<file path="src/rtl/seq_divider_16x8_pkg.sv">
// Package div_pkg: shared types and constants for the 16/8 sequential divider.
//   state_t        FSM states of the divider top level
//   *_DEF          default operand widths and approximation depth
//   CNT_W          iteration counter width for the default dividend width
//   DBZ_QUOTIENT   quotient reported when the divisor is zero
package div_pkg;

    localparam int WIDTH_N_DEF    = 16;
    localparam int WIDTH_D_DEF    = 8;
    localparam int APPROX_LSB_DEF = 4;
    localparam int CNT_W          = $clog2(WIDTH_N_DEF);

    localparam logic [WIDTH_N_DEF-1:0] DBZ_QUOTIENT = '1;

    typedef enum logic [1:0] {
        IDLE = 2'd0,
        RUN  = 2'd1,
        DONE = 2'd2
    } state_t;

endpackage

</file>
<file path="src/rtl/seq_divider_16x8_if.sv">
// Interface seq_divider_16x8_if: operand and result handshakes of the divider.
//   in_valid/in_ready    operand handshake (dividend, divisor)
//   out_valid/out_ready  result handshake (quotient, remainder, div_by_zero)
//   modport slave        divider side
//   modport master       producer/consumer side
interface seq_divider_16x8_if
    import div_pkg::*;
#(
    parameter int WIDTH_N = WIDTH_N_DEF,
    parameter int WIDTH_D = WIDTH_D_DEF
);
    logic               in_valid;
    logic               in_ready;
    logic [WIDTH_N-1:0] dividend;
    logic [WIDTH_D-1:0] divisor;
    logic               out_valid;
    logic               out_ready;
    logic [WIDTH_N-1:0] quotient;
    logic [WIDTH_D-1:0] remainder;
    logic               div_by_zero;

    modport slave (
        input  in_valid, dividend, divisor, out_ready,
        output in_ready, out_valid, quotient, remainder, div_by_zero
    );

    modport master (
        output in_valid, dividend, divisor, out_ready,
        input  in_ready, out_valid, quotient, remainder, div_by_zero
    );
endinterface

</file>
<file path="src/rtl/seq_divider_16x8_step.sv">
// Module div_step: one combinational radix-2 restoring division step.
//   pr       in   current partial remainder (always below divisor)
//   dvd_bit  in   next dividend bit shifted in
//   divisor  in   denominator
//   pr_next  out  partial remainder after this step
//   q_bit    out  resolved quotient bit
module div_step
    import div_pkg::*;
#(
    parameter int WIDTH_D = WIDTH_D_DEF
) (
    input  logic [WIDTH_D-1:0] pr,
    input  logic               dvd_bit,
    input  logic [WIDTH_D-1:0] divisor,
    output logic [WIDTH_D-1:0] pr_next,
    output logic               q_bit
);
    logic [WIDTH_D:0]   pr_shift;
    logic [WIDTH_D-1:0] diff;

    // The partial remainder stays below the divisor, so WIDTH_D bits hold it;
    // only the shifted value needs the extra bit. When the subtraction is
    // taken its result is below the divisor, so a WIDTH_D-bit modular
    // difference is exact.
    assign pr_shift = {pr, dvd_bit};
    assign q_bit    = (pr_shift >= {1'b0, divisor});
    assign diff     = pr_shift[WIDTH_D-1:0] - divisor;
    assign pr_next  = q_bit ? diff : pr_shift[WIDTH_D-1:0];
endmodule

</file>
<file path="src/rtl/seq_divider_16x8.sv">
// Module seq_divider_16x8: sequential restoring divider, one quotient bit per clock.
//   clk    in   rising-edge clock
//   rst_n  in   asynchronous active-low reset
//   bus    slave modport of seq_divider_16x8_if (operand and result handshakes)
// Build option DIV_APPROX_EN: stop after WIDTH_N-APPROX_LSB iterations,
// leaving the low APPROX_LSB quotient bits and the remainder at zero.
//
// state | meaning
// IDLE  | in_ready=1, waiting for operands
// RUN   | resolving one quotient bit per clock, MSB first
// DONE  | out_valid=1, result held until out_ready
module seq_divider_16x8
    import div_pkg::*;
#(
    parameter int WIDTH_N    = WIDTH_N_DEF,
    parameter int WIDTH_D    = WIDTH_D_DEF,
    parameter int APPROX_LSB = APPROX_LSB_DEF
) (
    input logic               clk,
    input logic               rst_n,
    seq_divider_16x8_if.slave bus
);
    localparam int LCNT_W = $clog2(WIDTH_N);

`ifdef DIV_APPROX_EN
    localparam logic [LCNT_W-1:0] LAST_CNT = LCNT_W'(APPROX_LSB);
`else
    localparam logic [LCNT_W-1:0] LAST_CNT = '0;
`endif

    state_t             state, state_nxt;
    logic [LCNT_W-1:0]  cnt;
    logic [WIDTH_N-1:0] dvd_q;
    logic [WIDTH_D-1:0] dsr_q;
    logic [WIDTH_D-1:0] pr_q;
    logic [WIDTH_D-1:0] pr_nxt;
    logic [WIDTH_N-1:0] q_q;
    logic [WIDTH_D-1:0] rem_q;
    logic               dbz_q;
    logic               q_bit;
    logic               accept;
    logic               last_step;

    div_step #(.WIDTH_D(WIDTH_D)) u_step (
        .pr      (pr_q),
        .dvd_bit (dvd_q[cnt]),
        .divisor (dsr_q),
        .pr_next (pr_nxt),
        .q_bit   (q_bit)
    );

    assign accept    = bus.in_valid && (state == IDLE);
    assign last_step = (state == RUN) && (cnt == LAST_CNT);

    always_ff @(posedge clk or negedge rst_n) begin
        if (!rst_n) state <= IDLE;
        else        state <= state_nxt;
    end

    always_comb begin
        state_nxt     = state;
        bus.in_ready  = 1'b0;
        bus.out_valid = 1'b0;
        case (state)
            IDLE: begin
                bus.in_ready = 1'b1;
                if (bus.in_valid) state_nxt = (bus.divisor == '0) ? DONE : RUN;
            end
            RUN: begin
                if (cnt == LAST_CNT) state_nxt = DONE;
            end
            DONE: begin
                bus.out_valid = 1'b1;
                if (bus.out_ready) state_nxt = IDLE;
            end
            default: state_nxt = IDLE;
        endcase
    end

    always_ff @(posedge clk or negedge rst_n) begin
        if (!rst_n) begin
            cnt   <= '0;
            dvd_q <= '0;
            dsr_q <= '0;
            pr_q  <= '0;
            q_q   <= '0;
            rem_q <= '0;
            dbz_q <= 1'b0;
        end else if (accept) begin
            dvd_q <= bus.dividend;
            dsr_q <= bus.divisor;
            pr_q  <= '0;
            cnt   <= LCNT_W'(WIDTH_N - 1);
            dbz_q <= (bus.divisor == '0);
            if (bus.divisor == '0) begin
                q_q   <= DBZ_QUOTIENT;
                rem_q <= bus.dividend[WIDTH_D-1:0];
            end else begin
                q_q   <= '0;
                rem_q <= '0;
            end
        end else if (state == RUN) begin
            pr_q     <= pr_nxt;
            q_q[cnt] <= q_bit;
            if (last_step) begin
`ifdef DIV_APPROX_EN
                rem_q <= '0;
`else
                rem_q <= pr_nxt;
`endif
            end else begin
                cnt <= cnt - 1'b1;
            end
        end
    end

    assign bus.quotient    = q_q;
    assign bus.remainder   = rem_q;
    assign bus.div_by_zero = dbz_q;
endmodule

</file>
<file path="src/flat_wrapper.sv">
// flat-port wrapper written by rule: the top's interface ports become plain ports
module seq_divider_16x8_flat import div_pkg::*;
#(
    parameter int WIDTH_N    = WIDTH_N_DEF,
    parameter int WIDTH_D    = WIDTH_D_DEF,
    parameter int APPROX_LSB = APPROX_LSB_DEF
)
  (clk, rst_n, bus_in_valid, bus_dividend, bus_divisor, bus_out_ready, bus_in_ready, bus_out_valid, bus_quotient, bus_remainder, bus_div_by_zero);
  seq_divider_16x8_if #(.WIDTH_N(WIDTH_N), .WIDTH_D(WIDTH_D)) bus_i ();
  input logic clk;
  input logic rst_n;
  input wire logic [$bits(bus_i.in_valid)-1:0] bus_in_valid;
  input wire logic [$bits(bus_i.dividend)-1:0] bus_dividend;
  input wire logic [$bits(bus_i.divisor)-1:0] bus_divisor;
  input wire logic [$bits(bus_i.out_ready)-1:0] bus_out_ready;
  output wire logic [$bits(bus_i.in_ready)-1:0] bus_in_ready;
  output wire logic [$bits(bus_i.out_valid)-1:0] bus_out_valid;
  output wire logic [$bits(bus_i.quotient)-1:0] bus_quotient;
  output wire logic [$bits(bus_i.remainder)-1:0] bus_remainder;
  output wire logic [$bits(bus_i.div_by_zero)-1:0] bus_div_by_zero;
  assign bus_i.in_valid = bus_in_valid;
  assign bus_i.dividend = bus_dividend;
  assign bus_i.divisor = bus_divisor;
  assign bus_i.out_ready = bus_out_ready;
  assign bus_in_ready = bus_i.in_ready;
  assign bus_out_valid = bus_i.out_valid;
  assign bus_quotient = bus_i.quotient;
  assign bus_remainder = bus_i.remainder;
  assign bus_div_by_zero = bus_i.div_by_zero;
  seq_divider_16x8 #(.WIDTH_N(WIDTH_N), .WIDTH_D(WIDTH_D), .APPROX_LSB(APPROX_LSB)) u_core (.clk(clk), .rst_n(rst_n), .bus(bus_i));
endmodule
</file>
<file path="config.mk">
export PLATFORM = sky130hd
export DESIGN_NAME = seq_divider_16x8_flat
export DESIGN_NICKNAME = d
export VERILOG_FILES = /design/src/rtl/seq_divider_16x8_pkg.sv /design/src/rtl/seq_divider_16x8_if.sv /design/src/rtl/seq_divider_16x8_step.sv /design/src/rtl/seq_divider_16x8.sv /design/src/flat_wrapper.sv
export SDC_FILE = /design/constraint.sdc
export NUM_CORES = 1
export LEC_CHECK = 0
export BUFFER_PORTS_ARGS = -buffer_cell sky130_fd_sc_hd__buf_4
export CAP_MARGIN = 15
export CORE_ASPECT_RATIO = 0.75
export CORE_MARGIN = 2
export CORE_UTILIZATION = 56
export DETAILED_ROUTE_END_ITERATION = 10
export PLACE_DENSITY_LB_ADDON = 0.15
export SLEW_MARGIN = 30
export SYNTH_ARGS = -nofsm -noshare
export SYNTH_HDL_FRONTEND = slang
export SYNTH_SLANG_ARGS = --single-unit
</file>
<file path="constraint.sdc">
create_clock -name clk -period 5.7 [get_ports clk]
set_clock_uncertainty 0.05 [all_clocks]
set_input_delay 0.285 -clock clk [delete_from_list [all_inputs] [get_ports clk]]
set_output_delay 0.285 -clock clk [all_outputs]
set_load 0.1 [all_outputs]
</file>
Yosys cells after proc, flatten, opt, wreduce, memory -nomap -nowiden --
Index checks and enable logic that the tools add are counted.
Operators by class: add/sub/neg operators 2, $mul 0, divide/modulo/power cells 0, $lt $le $gt $ge 3, eq/ne operators 6, shift operators 0, mux-type cells 25, bitwise logic cells 0, reductions and logical operators 11
Operator list (count):
- $mux 8 | 7
- $mux 16 | 3
- $bwmux 16 | 1
- $mux 4 | 3
- $ge 9x8->1 | 1
- $logic_not 8->1 | 1
- $mux 2 | 4
- $sub 8x8->8 | 1
- $pmux 2 s3 | 1
- $lt 4x5->1 const B | 1
- $bmux 1 s4 | 1
- $demux 1 s4 | 1
- $ge 4x1->1 const B | 1
- $logic_not 4->1 | 1
- $mux 1 | 4
- $ne 2x1->1 const B | 2
- $ne 2x2->1 const B | 2
- $reduce_and 2->1 | 2
- $reduce_bool 2->1 | 2
- $sub 4x1->4 const B | 1
- $logic_and 1x1->1 | 3
- $reduce_and 3->1 | 1
- $eq 2x1->1 const B | 1
- $eq 2x2->1 const B | 1
- $logic_not 2->1 | 1
Word-level totals: flip-flop bits (word level) 63, latch bits 0, bits in writable memories 0, bits in read-only memories 0, bits of input ports 28, output and inout bits 27, logic and storage cells 55, memories kept 0

Logic depth before layout (Yosys ltp) --
word-level depth 7, gate-level depth with buffers 12, mapped depth without buffers 11

Modules after synthesis --
Synthesis repeated with hierarchy kept, for this count alone.
Unflattened totals: cell total of the unflattened synthesis 374, area, all modules 3498.4 um2
By module, submodules not included:
- seq_divider_16x8 | times used 1, cells each 305, area an instance 2977.9 um2
- div_step | times used 1, cells each 69, area an instance 520.5 um2

Least setup slack after synthesis --
Ideal clock, no wire load.
path kind register to register, from reg u_core.state[0], to reg u_core.rem_q[1] (netlist: u_core.bus.remainder[1]), library setup time 0.096 ns, arrival time 2.876 ns, data required time 5.554 ns, setup slack 2.679 ns, cell stages (with the launch flop) 10, period minus slack after synthesis 3.021 ns, path through dfrtp_1 > buf_2 > nor2_1 > and2_1 > buf_2 > and3_1 > clkbuf_1 > buf_2 > a22oi_1 > o31ai_1
Between the ends: longest elaborated chain between the ends 4
Ends and longest elaborated chain:
- from (decl) | RTL line seq_divider_16x8.sv:31 | state_t state, state_nxt;
- from (signal assigned) | RTL line seq_divider_16x8.sv:57 | else state <= state_nxt;
- $eq 2x1->1 / $logic_not 2->1 (equally long branches) | RTL line seq_divider_16x8.sv:53, seq_divider_16x8.sv:102, seq_divider_16x8.sv:52
- $logic_and 1x1->1 (on tied branches) | RTL line seq_divider_16x8.sv:53, seq_divider_16x8.sv:52
- $reduce_bool 2->1 (no line)
- $reduce_and 2->1 (no line)
- to (signal assigned) | RTL line seq_divider_16x8.sv:97 | rem_q <= bus.dividend[WIDTH_D-1:0];
- to (signal assigned) | RTL line seq_divider_16x8.sv:109 | rem_q <= pr_nxt;
- to (decl) | RTL line seq_divider_16x8.sv:38 | logic [WIDTH_D-1:0] rem_q;
Several ways; a longest one is shown, not always the timed one. A chain may end at the register's enable or synchronous reset.

Worst setup path after layout --
from reg u_core.cnt[0], to reg u_core.q_q[15] (netlist: u_core.bus.quotient[15])
Between the ends: longest elaborated chain between the ends 7
Ends and longest elaborated chain:
- from (decl) | RTL line seq_divider_16x8.sv:32 | logic [LCNT_W-1:0] cnt;
- from (signal assigned) | RTL line seq_divider_16x8.sv:93 | cnt <= LCNT_W'(WIDTH_N - 1);
- from (signal assigned) | RTL line seq_divider_16x8.sv:112 | cnt <= cnt - 1'b1;
- branches (longest 4 deep; another with $ge 9x8->1)
- $bwmux 16 * | RTL line seq_divider_16x8.sv:104 | q_q[cnt] <= q_bit;
- $mux 16 * | RTL line seq_divider_16x8.sv:102 | end else if (state == RUN) begin
- $mux 16 * | RTL line seq_divider_16x8.sv:89 | end else if (accept) begin
- to (signal, indexed assignment) | RTL line seq_divider_16x8.sv:104
- to (decl) | RTL line seq_divider_16x8.sv:37 | logic [WIDTH_N-1:0] q_q;
Mark *: on every way between the ends. The select of a mux whose other input is x is not followed.

==> metrics.csv <==
stage,metric,value,unit
worst_setup_path,start_kind,register,
timing,grt_setup_unrepaired,false,
cts,cts_sinks,63,
worst_setup_path,endpoint_kind,register,
yosys,synth.avg_cell_area,9.04,sq um
yosys,ys.flop_type,dfrtp_1,
timing,tns,0,ps
timing,worstMarginPinSlew,934,ps
timing,maxSlewHeadroom,37.5,%
cts,path_clk_slew,70,ps
hold_path,hp-class,input port to register,
final_layout,most-common-layout-cells,"nand2_1 (80), dfrtp_1 (63), buf_4 (55), o21ai_0 (36), nand3_1 (22)",
global_route,gr-usage-all-layers,27.9,%
yosys,syn_area,0.00343,sq mm
cts,htreeDepth,3,
floorplan,ios,55,
drt,final_antenna_net_count,0,
final_layout,nFillCells,494,
yosys,synth_edf_count,0,
place,placed_cells,490,
final_layout,num_antenna_cells,0,
global_route,grt_overflow,0,
yosys,ys_seq_area_share,45.9,%
worst_setup_path,cp-endpoint,u_core.bus.quotient[15],
cts,cts_tree,done,
drt,wl,8690,um
floorplan,initial_core_util,58.7,%
cts,cts_made_buffers,9,
job,maxCapViolCount,0,
hold_path,min_from,bus_dividend[13],
timing,timing.fmax,0.280,GHz
worst_setup_path,reg2reg_from,u_core.cnt[0],
global_route,use_met1,44.3,%
place,place_congestion,0.911,
worst_setup_path,crit_fanout,17,
drt,firstDrtPassIters,5,
yosys,syn_inst,380,
timing,period_share,62.6,%
cts,clk_path_buf_depth,2,
yosys,syn_nets,422,
place,dp_hpwl,6000,um
timing,drv_slew,0,
yosys,yosys-top-cells-area,"dfrtp_1 (46%), nand2_1 (8.7%), o21ai_0 (5.2%)",
worst_setup_path,cp_num_buf_inv,1,
worst_setup_path,crit_cells,10,
drt,drt_iter0_markers,326,
timing,setup_violations,0,
worst_setup_path,r2r_slack,2130,ps
worst_setup_path,reg2reg_to,u_core.bus.quotient[15],
yosys,yosysWarnings,0,
cts,insertion_delay,340,ps
global_route,grt_pass1_wl,14300,um
global_route,grtUsageMet3,10.4,%
worst_setup_path,worst-r2r-cell-count,10,
global_route,grt_max_degree,64,
final_layout,nets,466,
timing,hold_violations,0,
yosys,netlist.area_leader.share,45.9,%
drt,vias,3112,
worst_setup_path,crit_top_cell,nand2_1,
yosys,synth-seq-cells,63,
floorplan,rows,24,
drt,via_per_inst,6.14,
global_route,grt_busiest_layer,met1,
worst_setup_path,cpPeakStageDelay,760,ps
worst_setup_path,startpoint,u_core.cnt[0],
floorplan,fp.dieH,71.8,um
yosys,ys_types,47,
final_layout,mostFrequentLayoutCell,nand2_1,
final_layout,area.growth.synth_to_final,17.7,%
drt,wl_per_cell,17.1,um
worst_setup_path,crit_chain,mux4_2 -> a22oi_1 -> nand2_1 -> inv_1 -> ha_1 -> nand2_1 -> nor3_1 -> a211o_1 -> nor2_1 -> o21ai_0,
worst_setup_path,worstPathRequired,5830,ps
final_layout,final_area,0.00404,sq mm
global_route,antenna_found_initial,0,
final_layout,fin_cells,507,
floorplan,die-area,0.00678,sq mm
cts,cts_root_buf,clkbuf_8,
worst_setup_path,worstSetupPathType,register to register,
global_route,first_global_vias,2836,
place,placedInstanceArea,0.00384,sq mm
timing,period_minus_slack,3570,ps
outcome,outcome,"finished, final reports clean",
worst_setup_path,critPathArrivalTime,3690,ps
final_layout,drive_gt1_share,17.9,%
yosys,yosysTopAreaCell,dfrtp_1,
floorplan,die_w,94.4,um
worst_setup_path,crit_slowest_cell,nor2_1,
yosys,synthArstFlopShare,100,%
place,io_buffers,54,
global_route,grt_util_met2,35.6,%
worst_setup_path,path_delay_family,simple AND/OR/NAND/NOR gates,
cts,cts_setup_buffers,0,
floorplan,design.core.area,0.00586,sq mm
drt,drcViolationCount,0,
[routing by layer]
metal | vias to the layer above | wire [um]
met5 | - | 0
met4 | 0 | 86
met3 | 11 | 786
met2 | 159 | 3600
met1 | 1493 | 4220
li1 | 1449 | -
[how the worst min path moves through the flow]
stage / endpoint / slack [ps] / cells past startpoint
floorplan: u_core.bus.div_by_zero / -60 / 0
finish: u_core.dvd_q[13] / 80 / 3
CTS: u_core.dvd_q[13] / 70 / 3
global route: u_core.dvd_q[15] / 60 / 3
global placement: u_core.pr_q[5] / 370 / 1
detailed placement: u_core.pr_q[4] / 370 / 1
[registers in the layout (all words and copies together), names as in the netlist]
register and count:
u_core.state 2, u_core.dsr_q 8, u_core.bus.quotient 16, u_core.pr_q 8, u_core.bus.div_by_zero 1, u_core.cnt 4
u_core.dvd_q 16, u_core.bus.remainder 8
[stage by stage]
step / hold slack [ps] / setup slack [ps] / util (%)
final: 77.3 / 2130 / 69.0
after global routing: 60.8 / 1870 / 69.0
after CTS: 66.8 / 2160 / 69.0
after detailed placement: 370 / 2180 / 65.6
after global placement: 369 / 2260 / 65.6
after floorplan: -60.6 / 2680 / -
[worst min-delay path: stages]
cell	delay (ps)
buf_4	80
nand2_1	40
nand2_1	40
[logic make-up after synthesis]
family | share of synthesized area (%)
buffers and inverters | 4.85
muxes | 3.21
xor gates and xnor gates | 1.27
AOI/OAI and AO/OA | 19.9
DFF | 45.9
and+or+nand+nor | 19.5
adders and majority gates | 5.32
[layout make-up]
type | instances | area (sq um) | share of cell area [%]
inverter | 17 | 63.8 | 1.58
sequential | 63 | 1580 | 39.0
clock inverter | 6 | 61.3 | 1.52
tap | 78 | 97.6 | 2.41
timing repair buffer | 56 | 423 | 10.5
clock buffer | 10 | 128 | 3.16
multi-input combinational | 277 | 1690 | 41.9
[synth_stat cells, types with 2 or more instances]
cell type and instances:
a2111o_1 2, or4b_1 3, nor3_1 4, dfrtp_1 63, o211ai_1 9, nand2b_1 4
nor3b_1 2, o31ai_1 5, ha_1 13, o21a_1 2, and2_1 4, mux2i_1 2
clkbuf_1 12, nand4_1 3, nor2b_1 4, nor4_1 4, buf_2 10, inv_1 17
a211o_1 3, a31oi_1 17, a32oi_1 2, o221ai_1 2, nor2_1 11, a22oi_1 8
mux4_2 4, nand3_1 22, xnor2_1 4, o21ai_0 36, a21oi_1 10, a211oi_1 2
nand2_1 80
[timing repair]
action | CTS | global route
hold buffers | 1 | 0
endpoints found under the hold margin | 5 | 0
gates resized for setup | 0 | 0
Power is not shown: default switching activity piles up to over one toggle a cycle in this logic, so the estimate is an artifact.
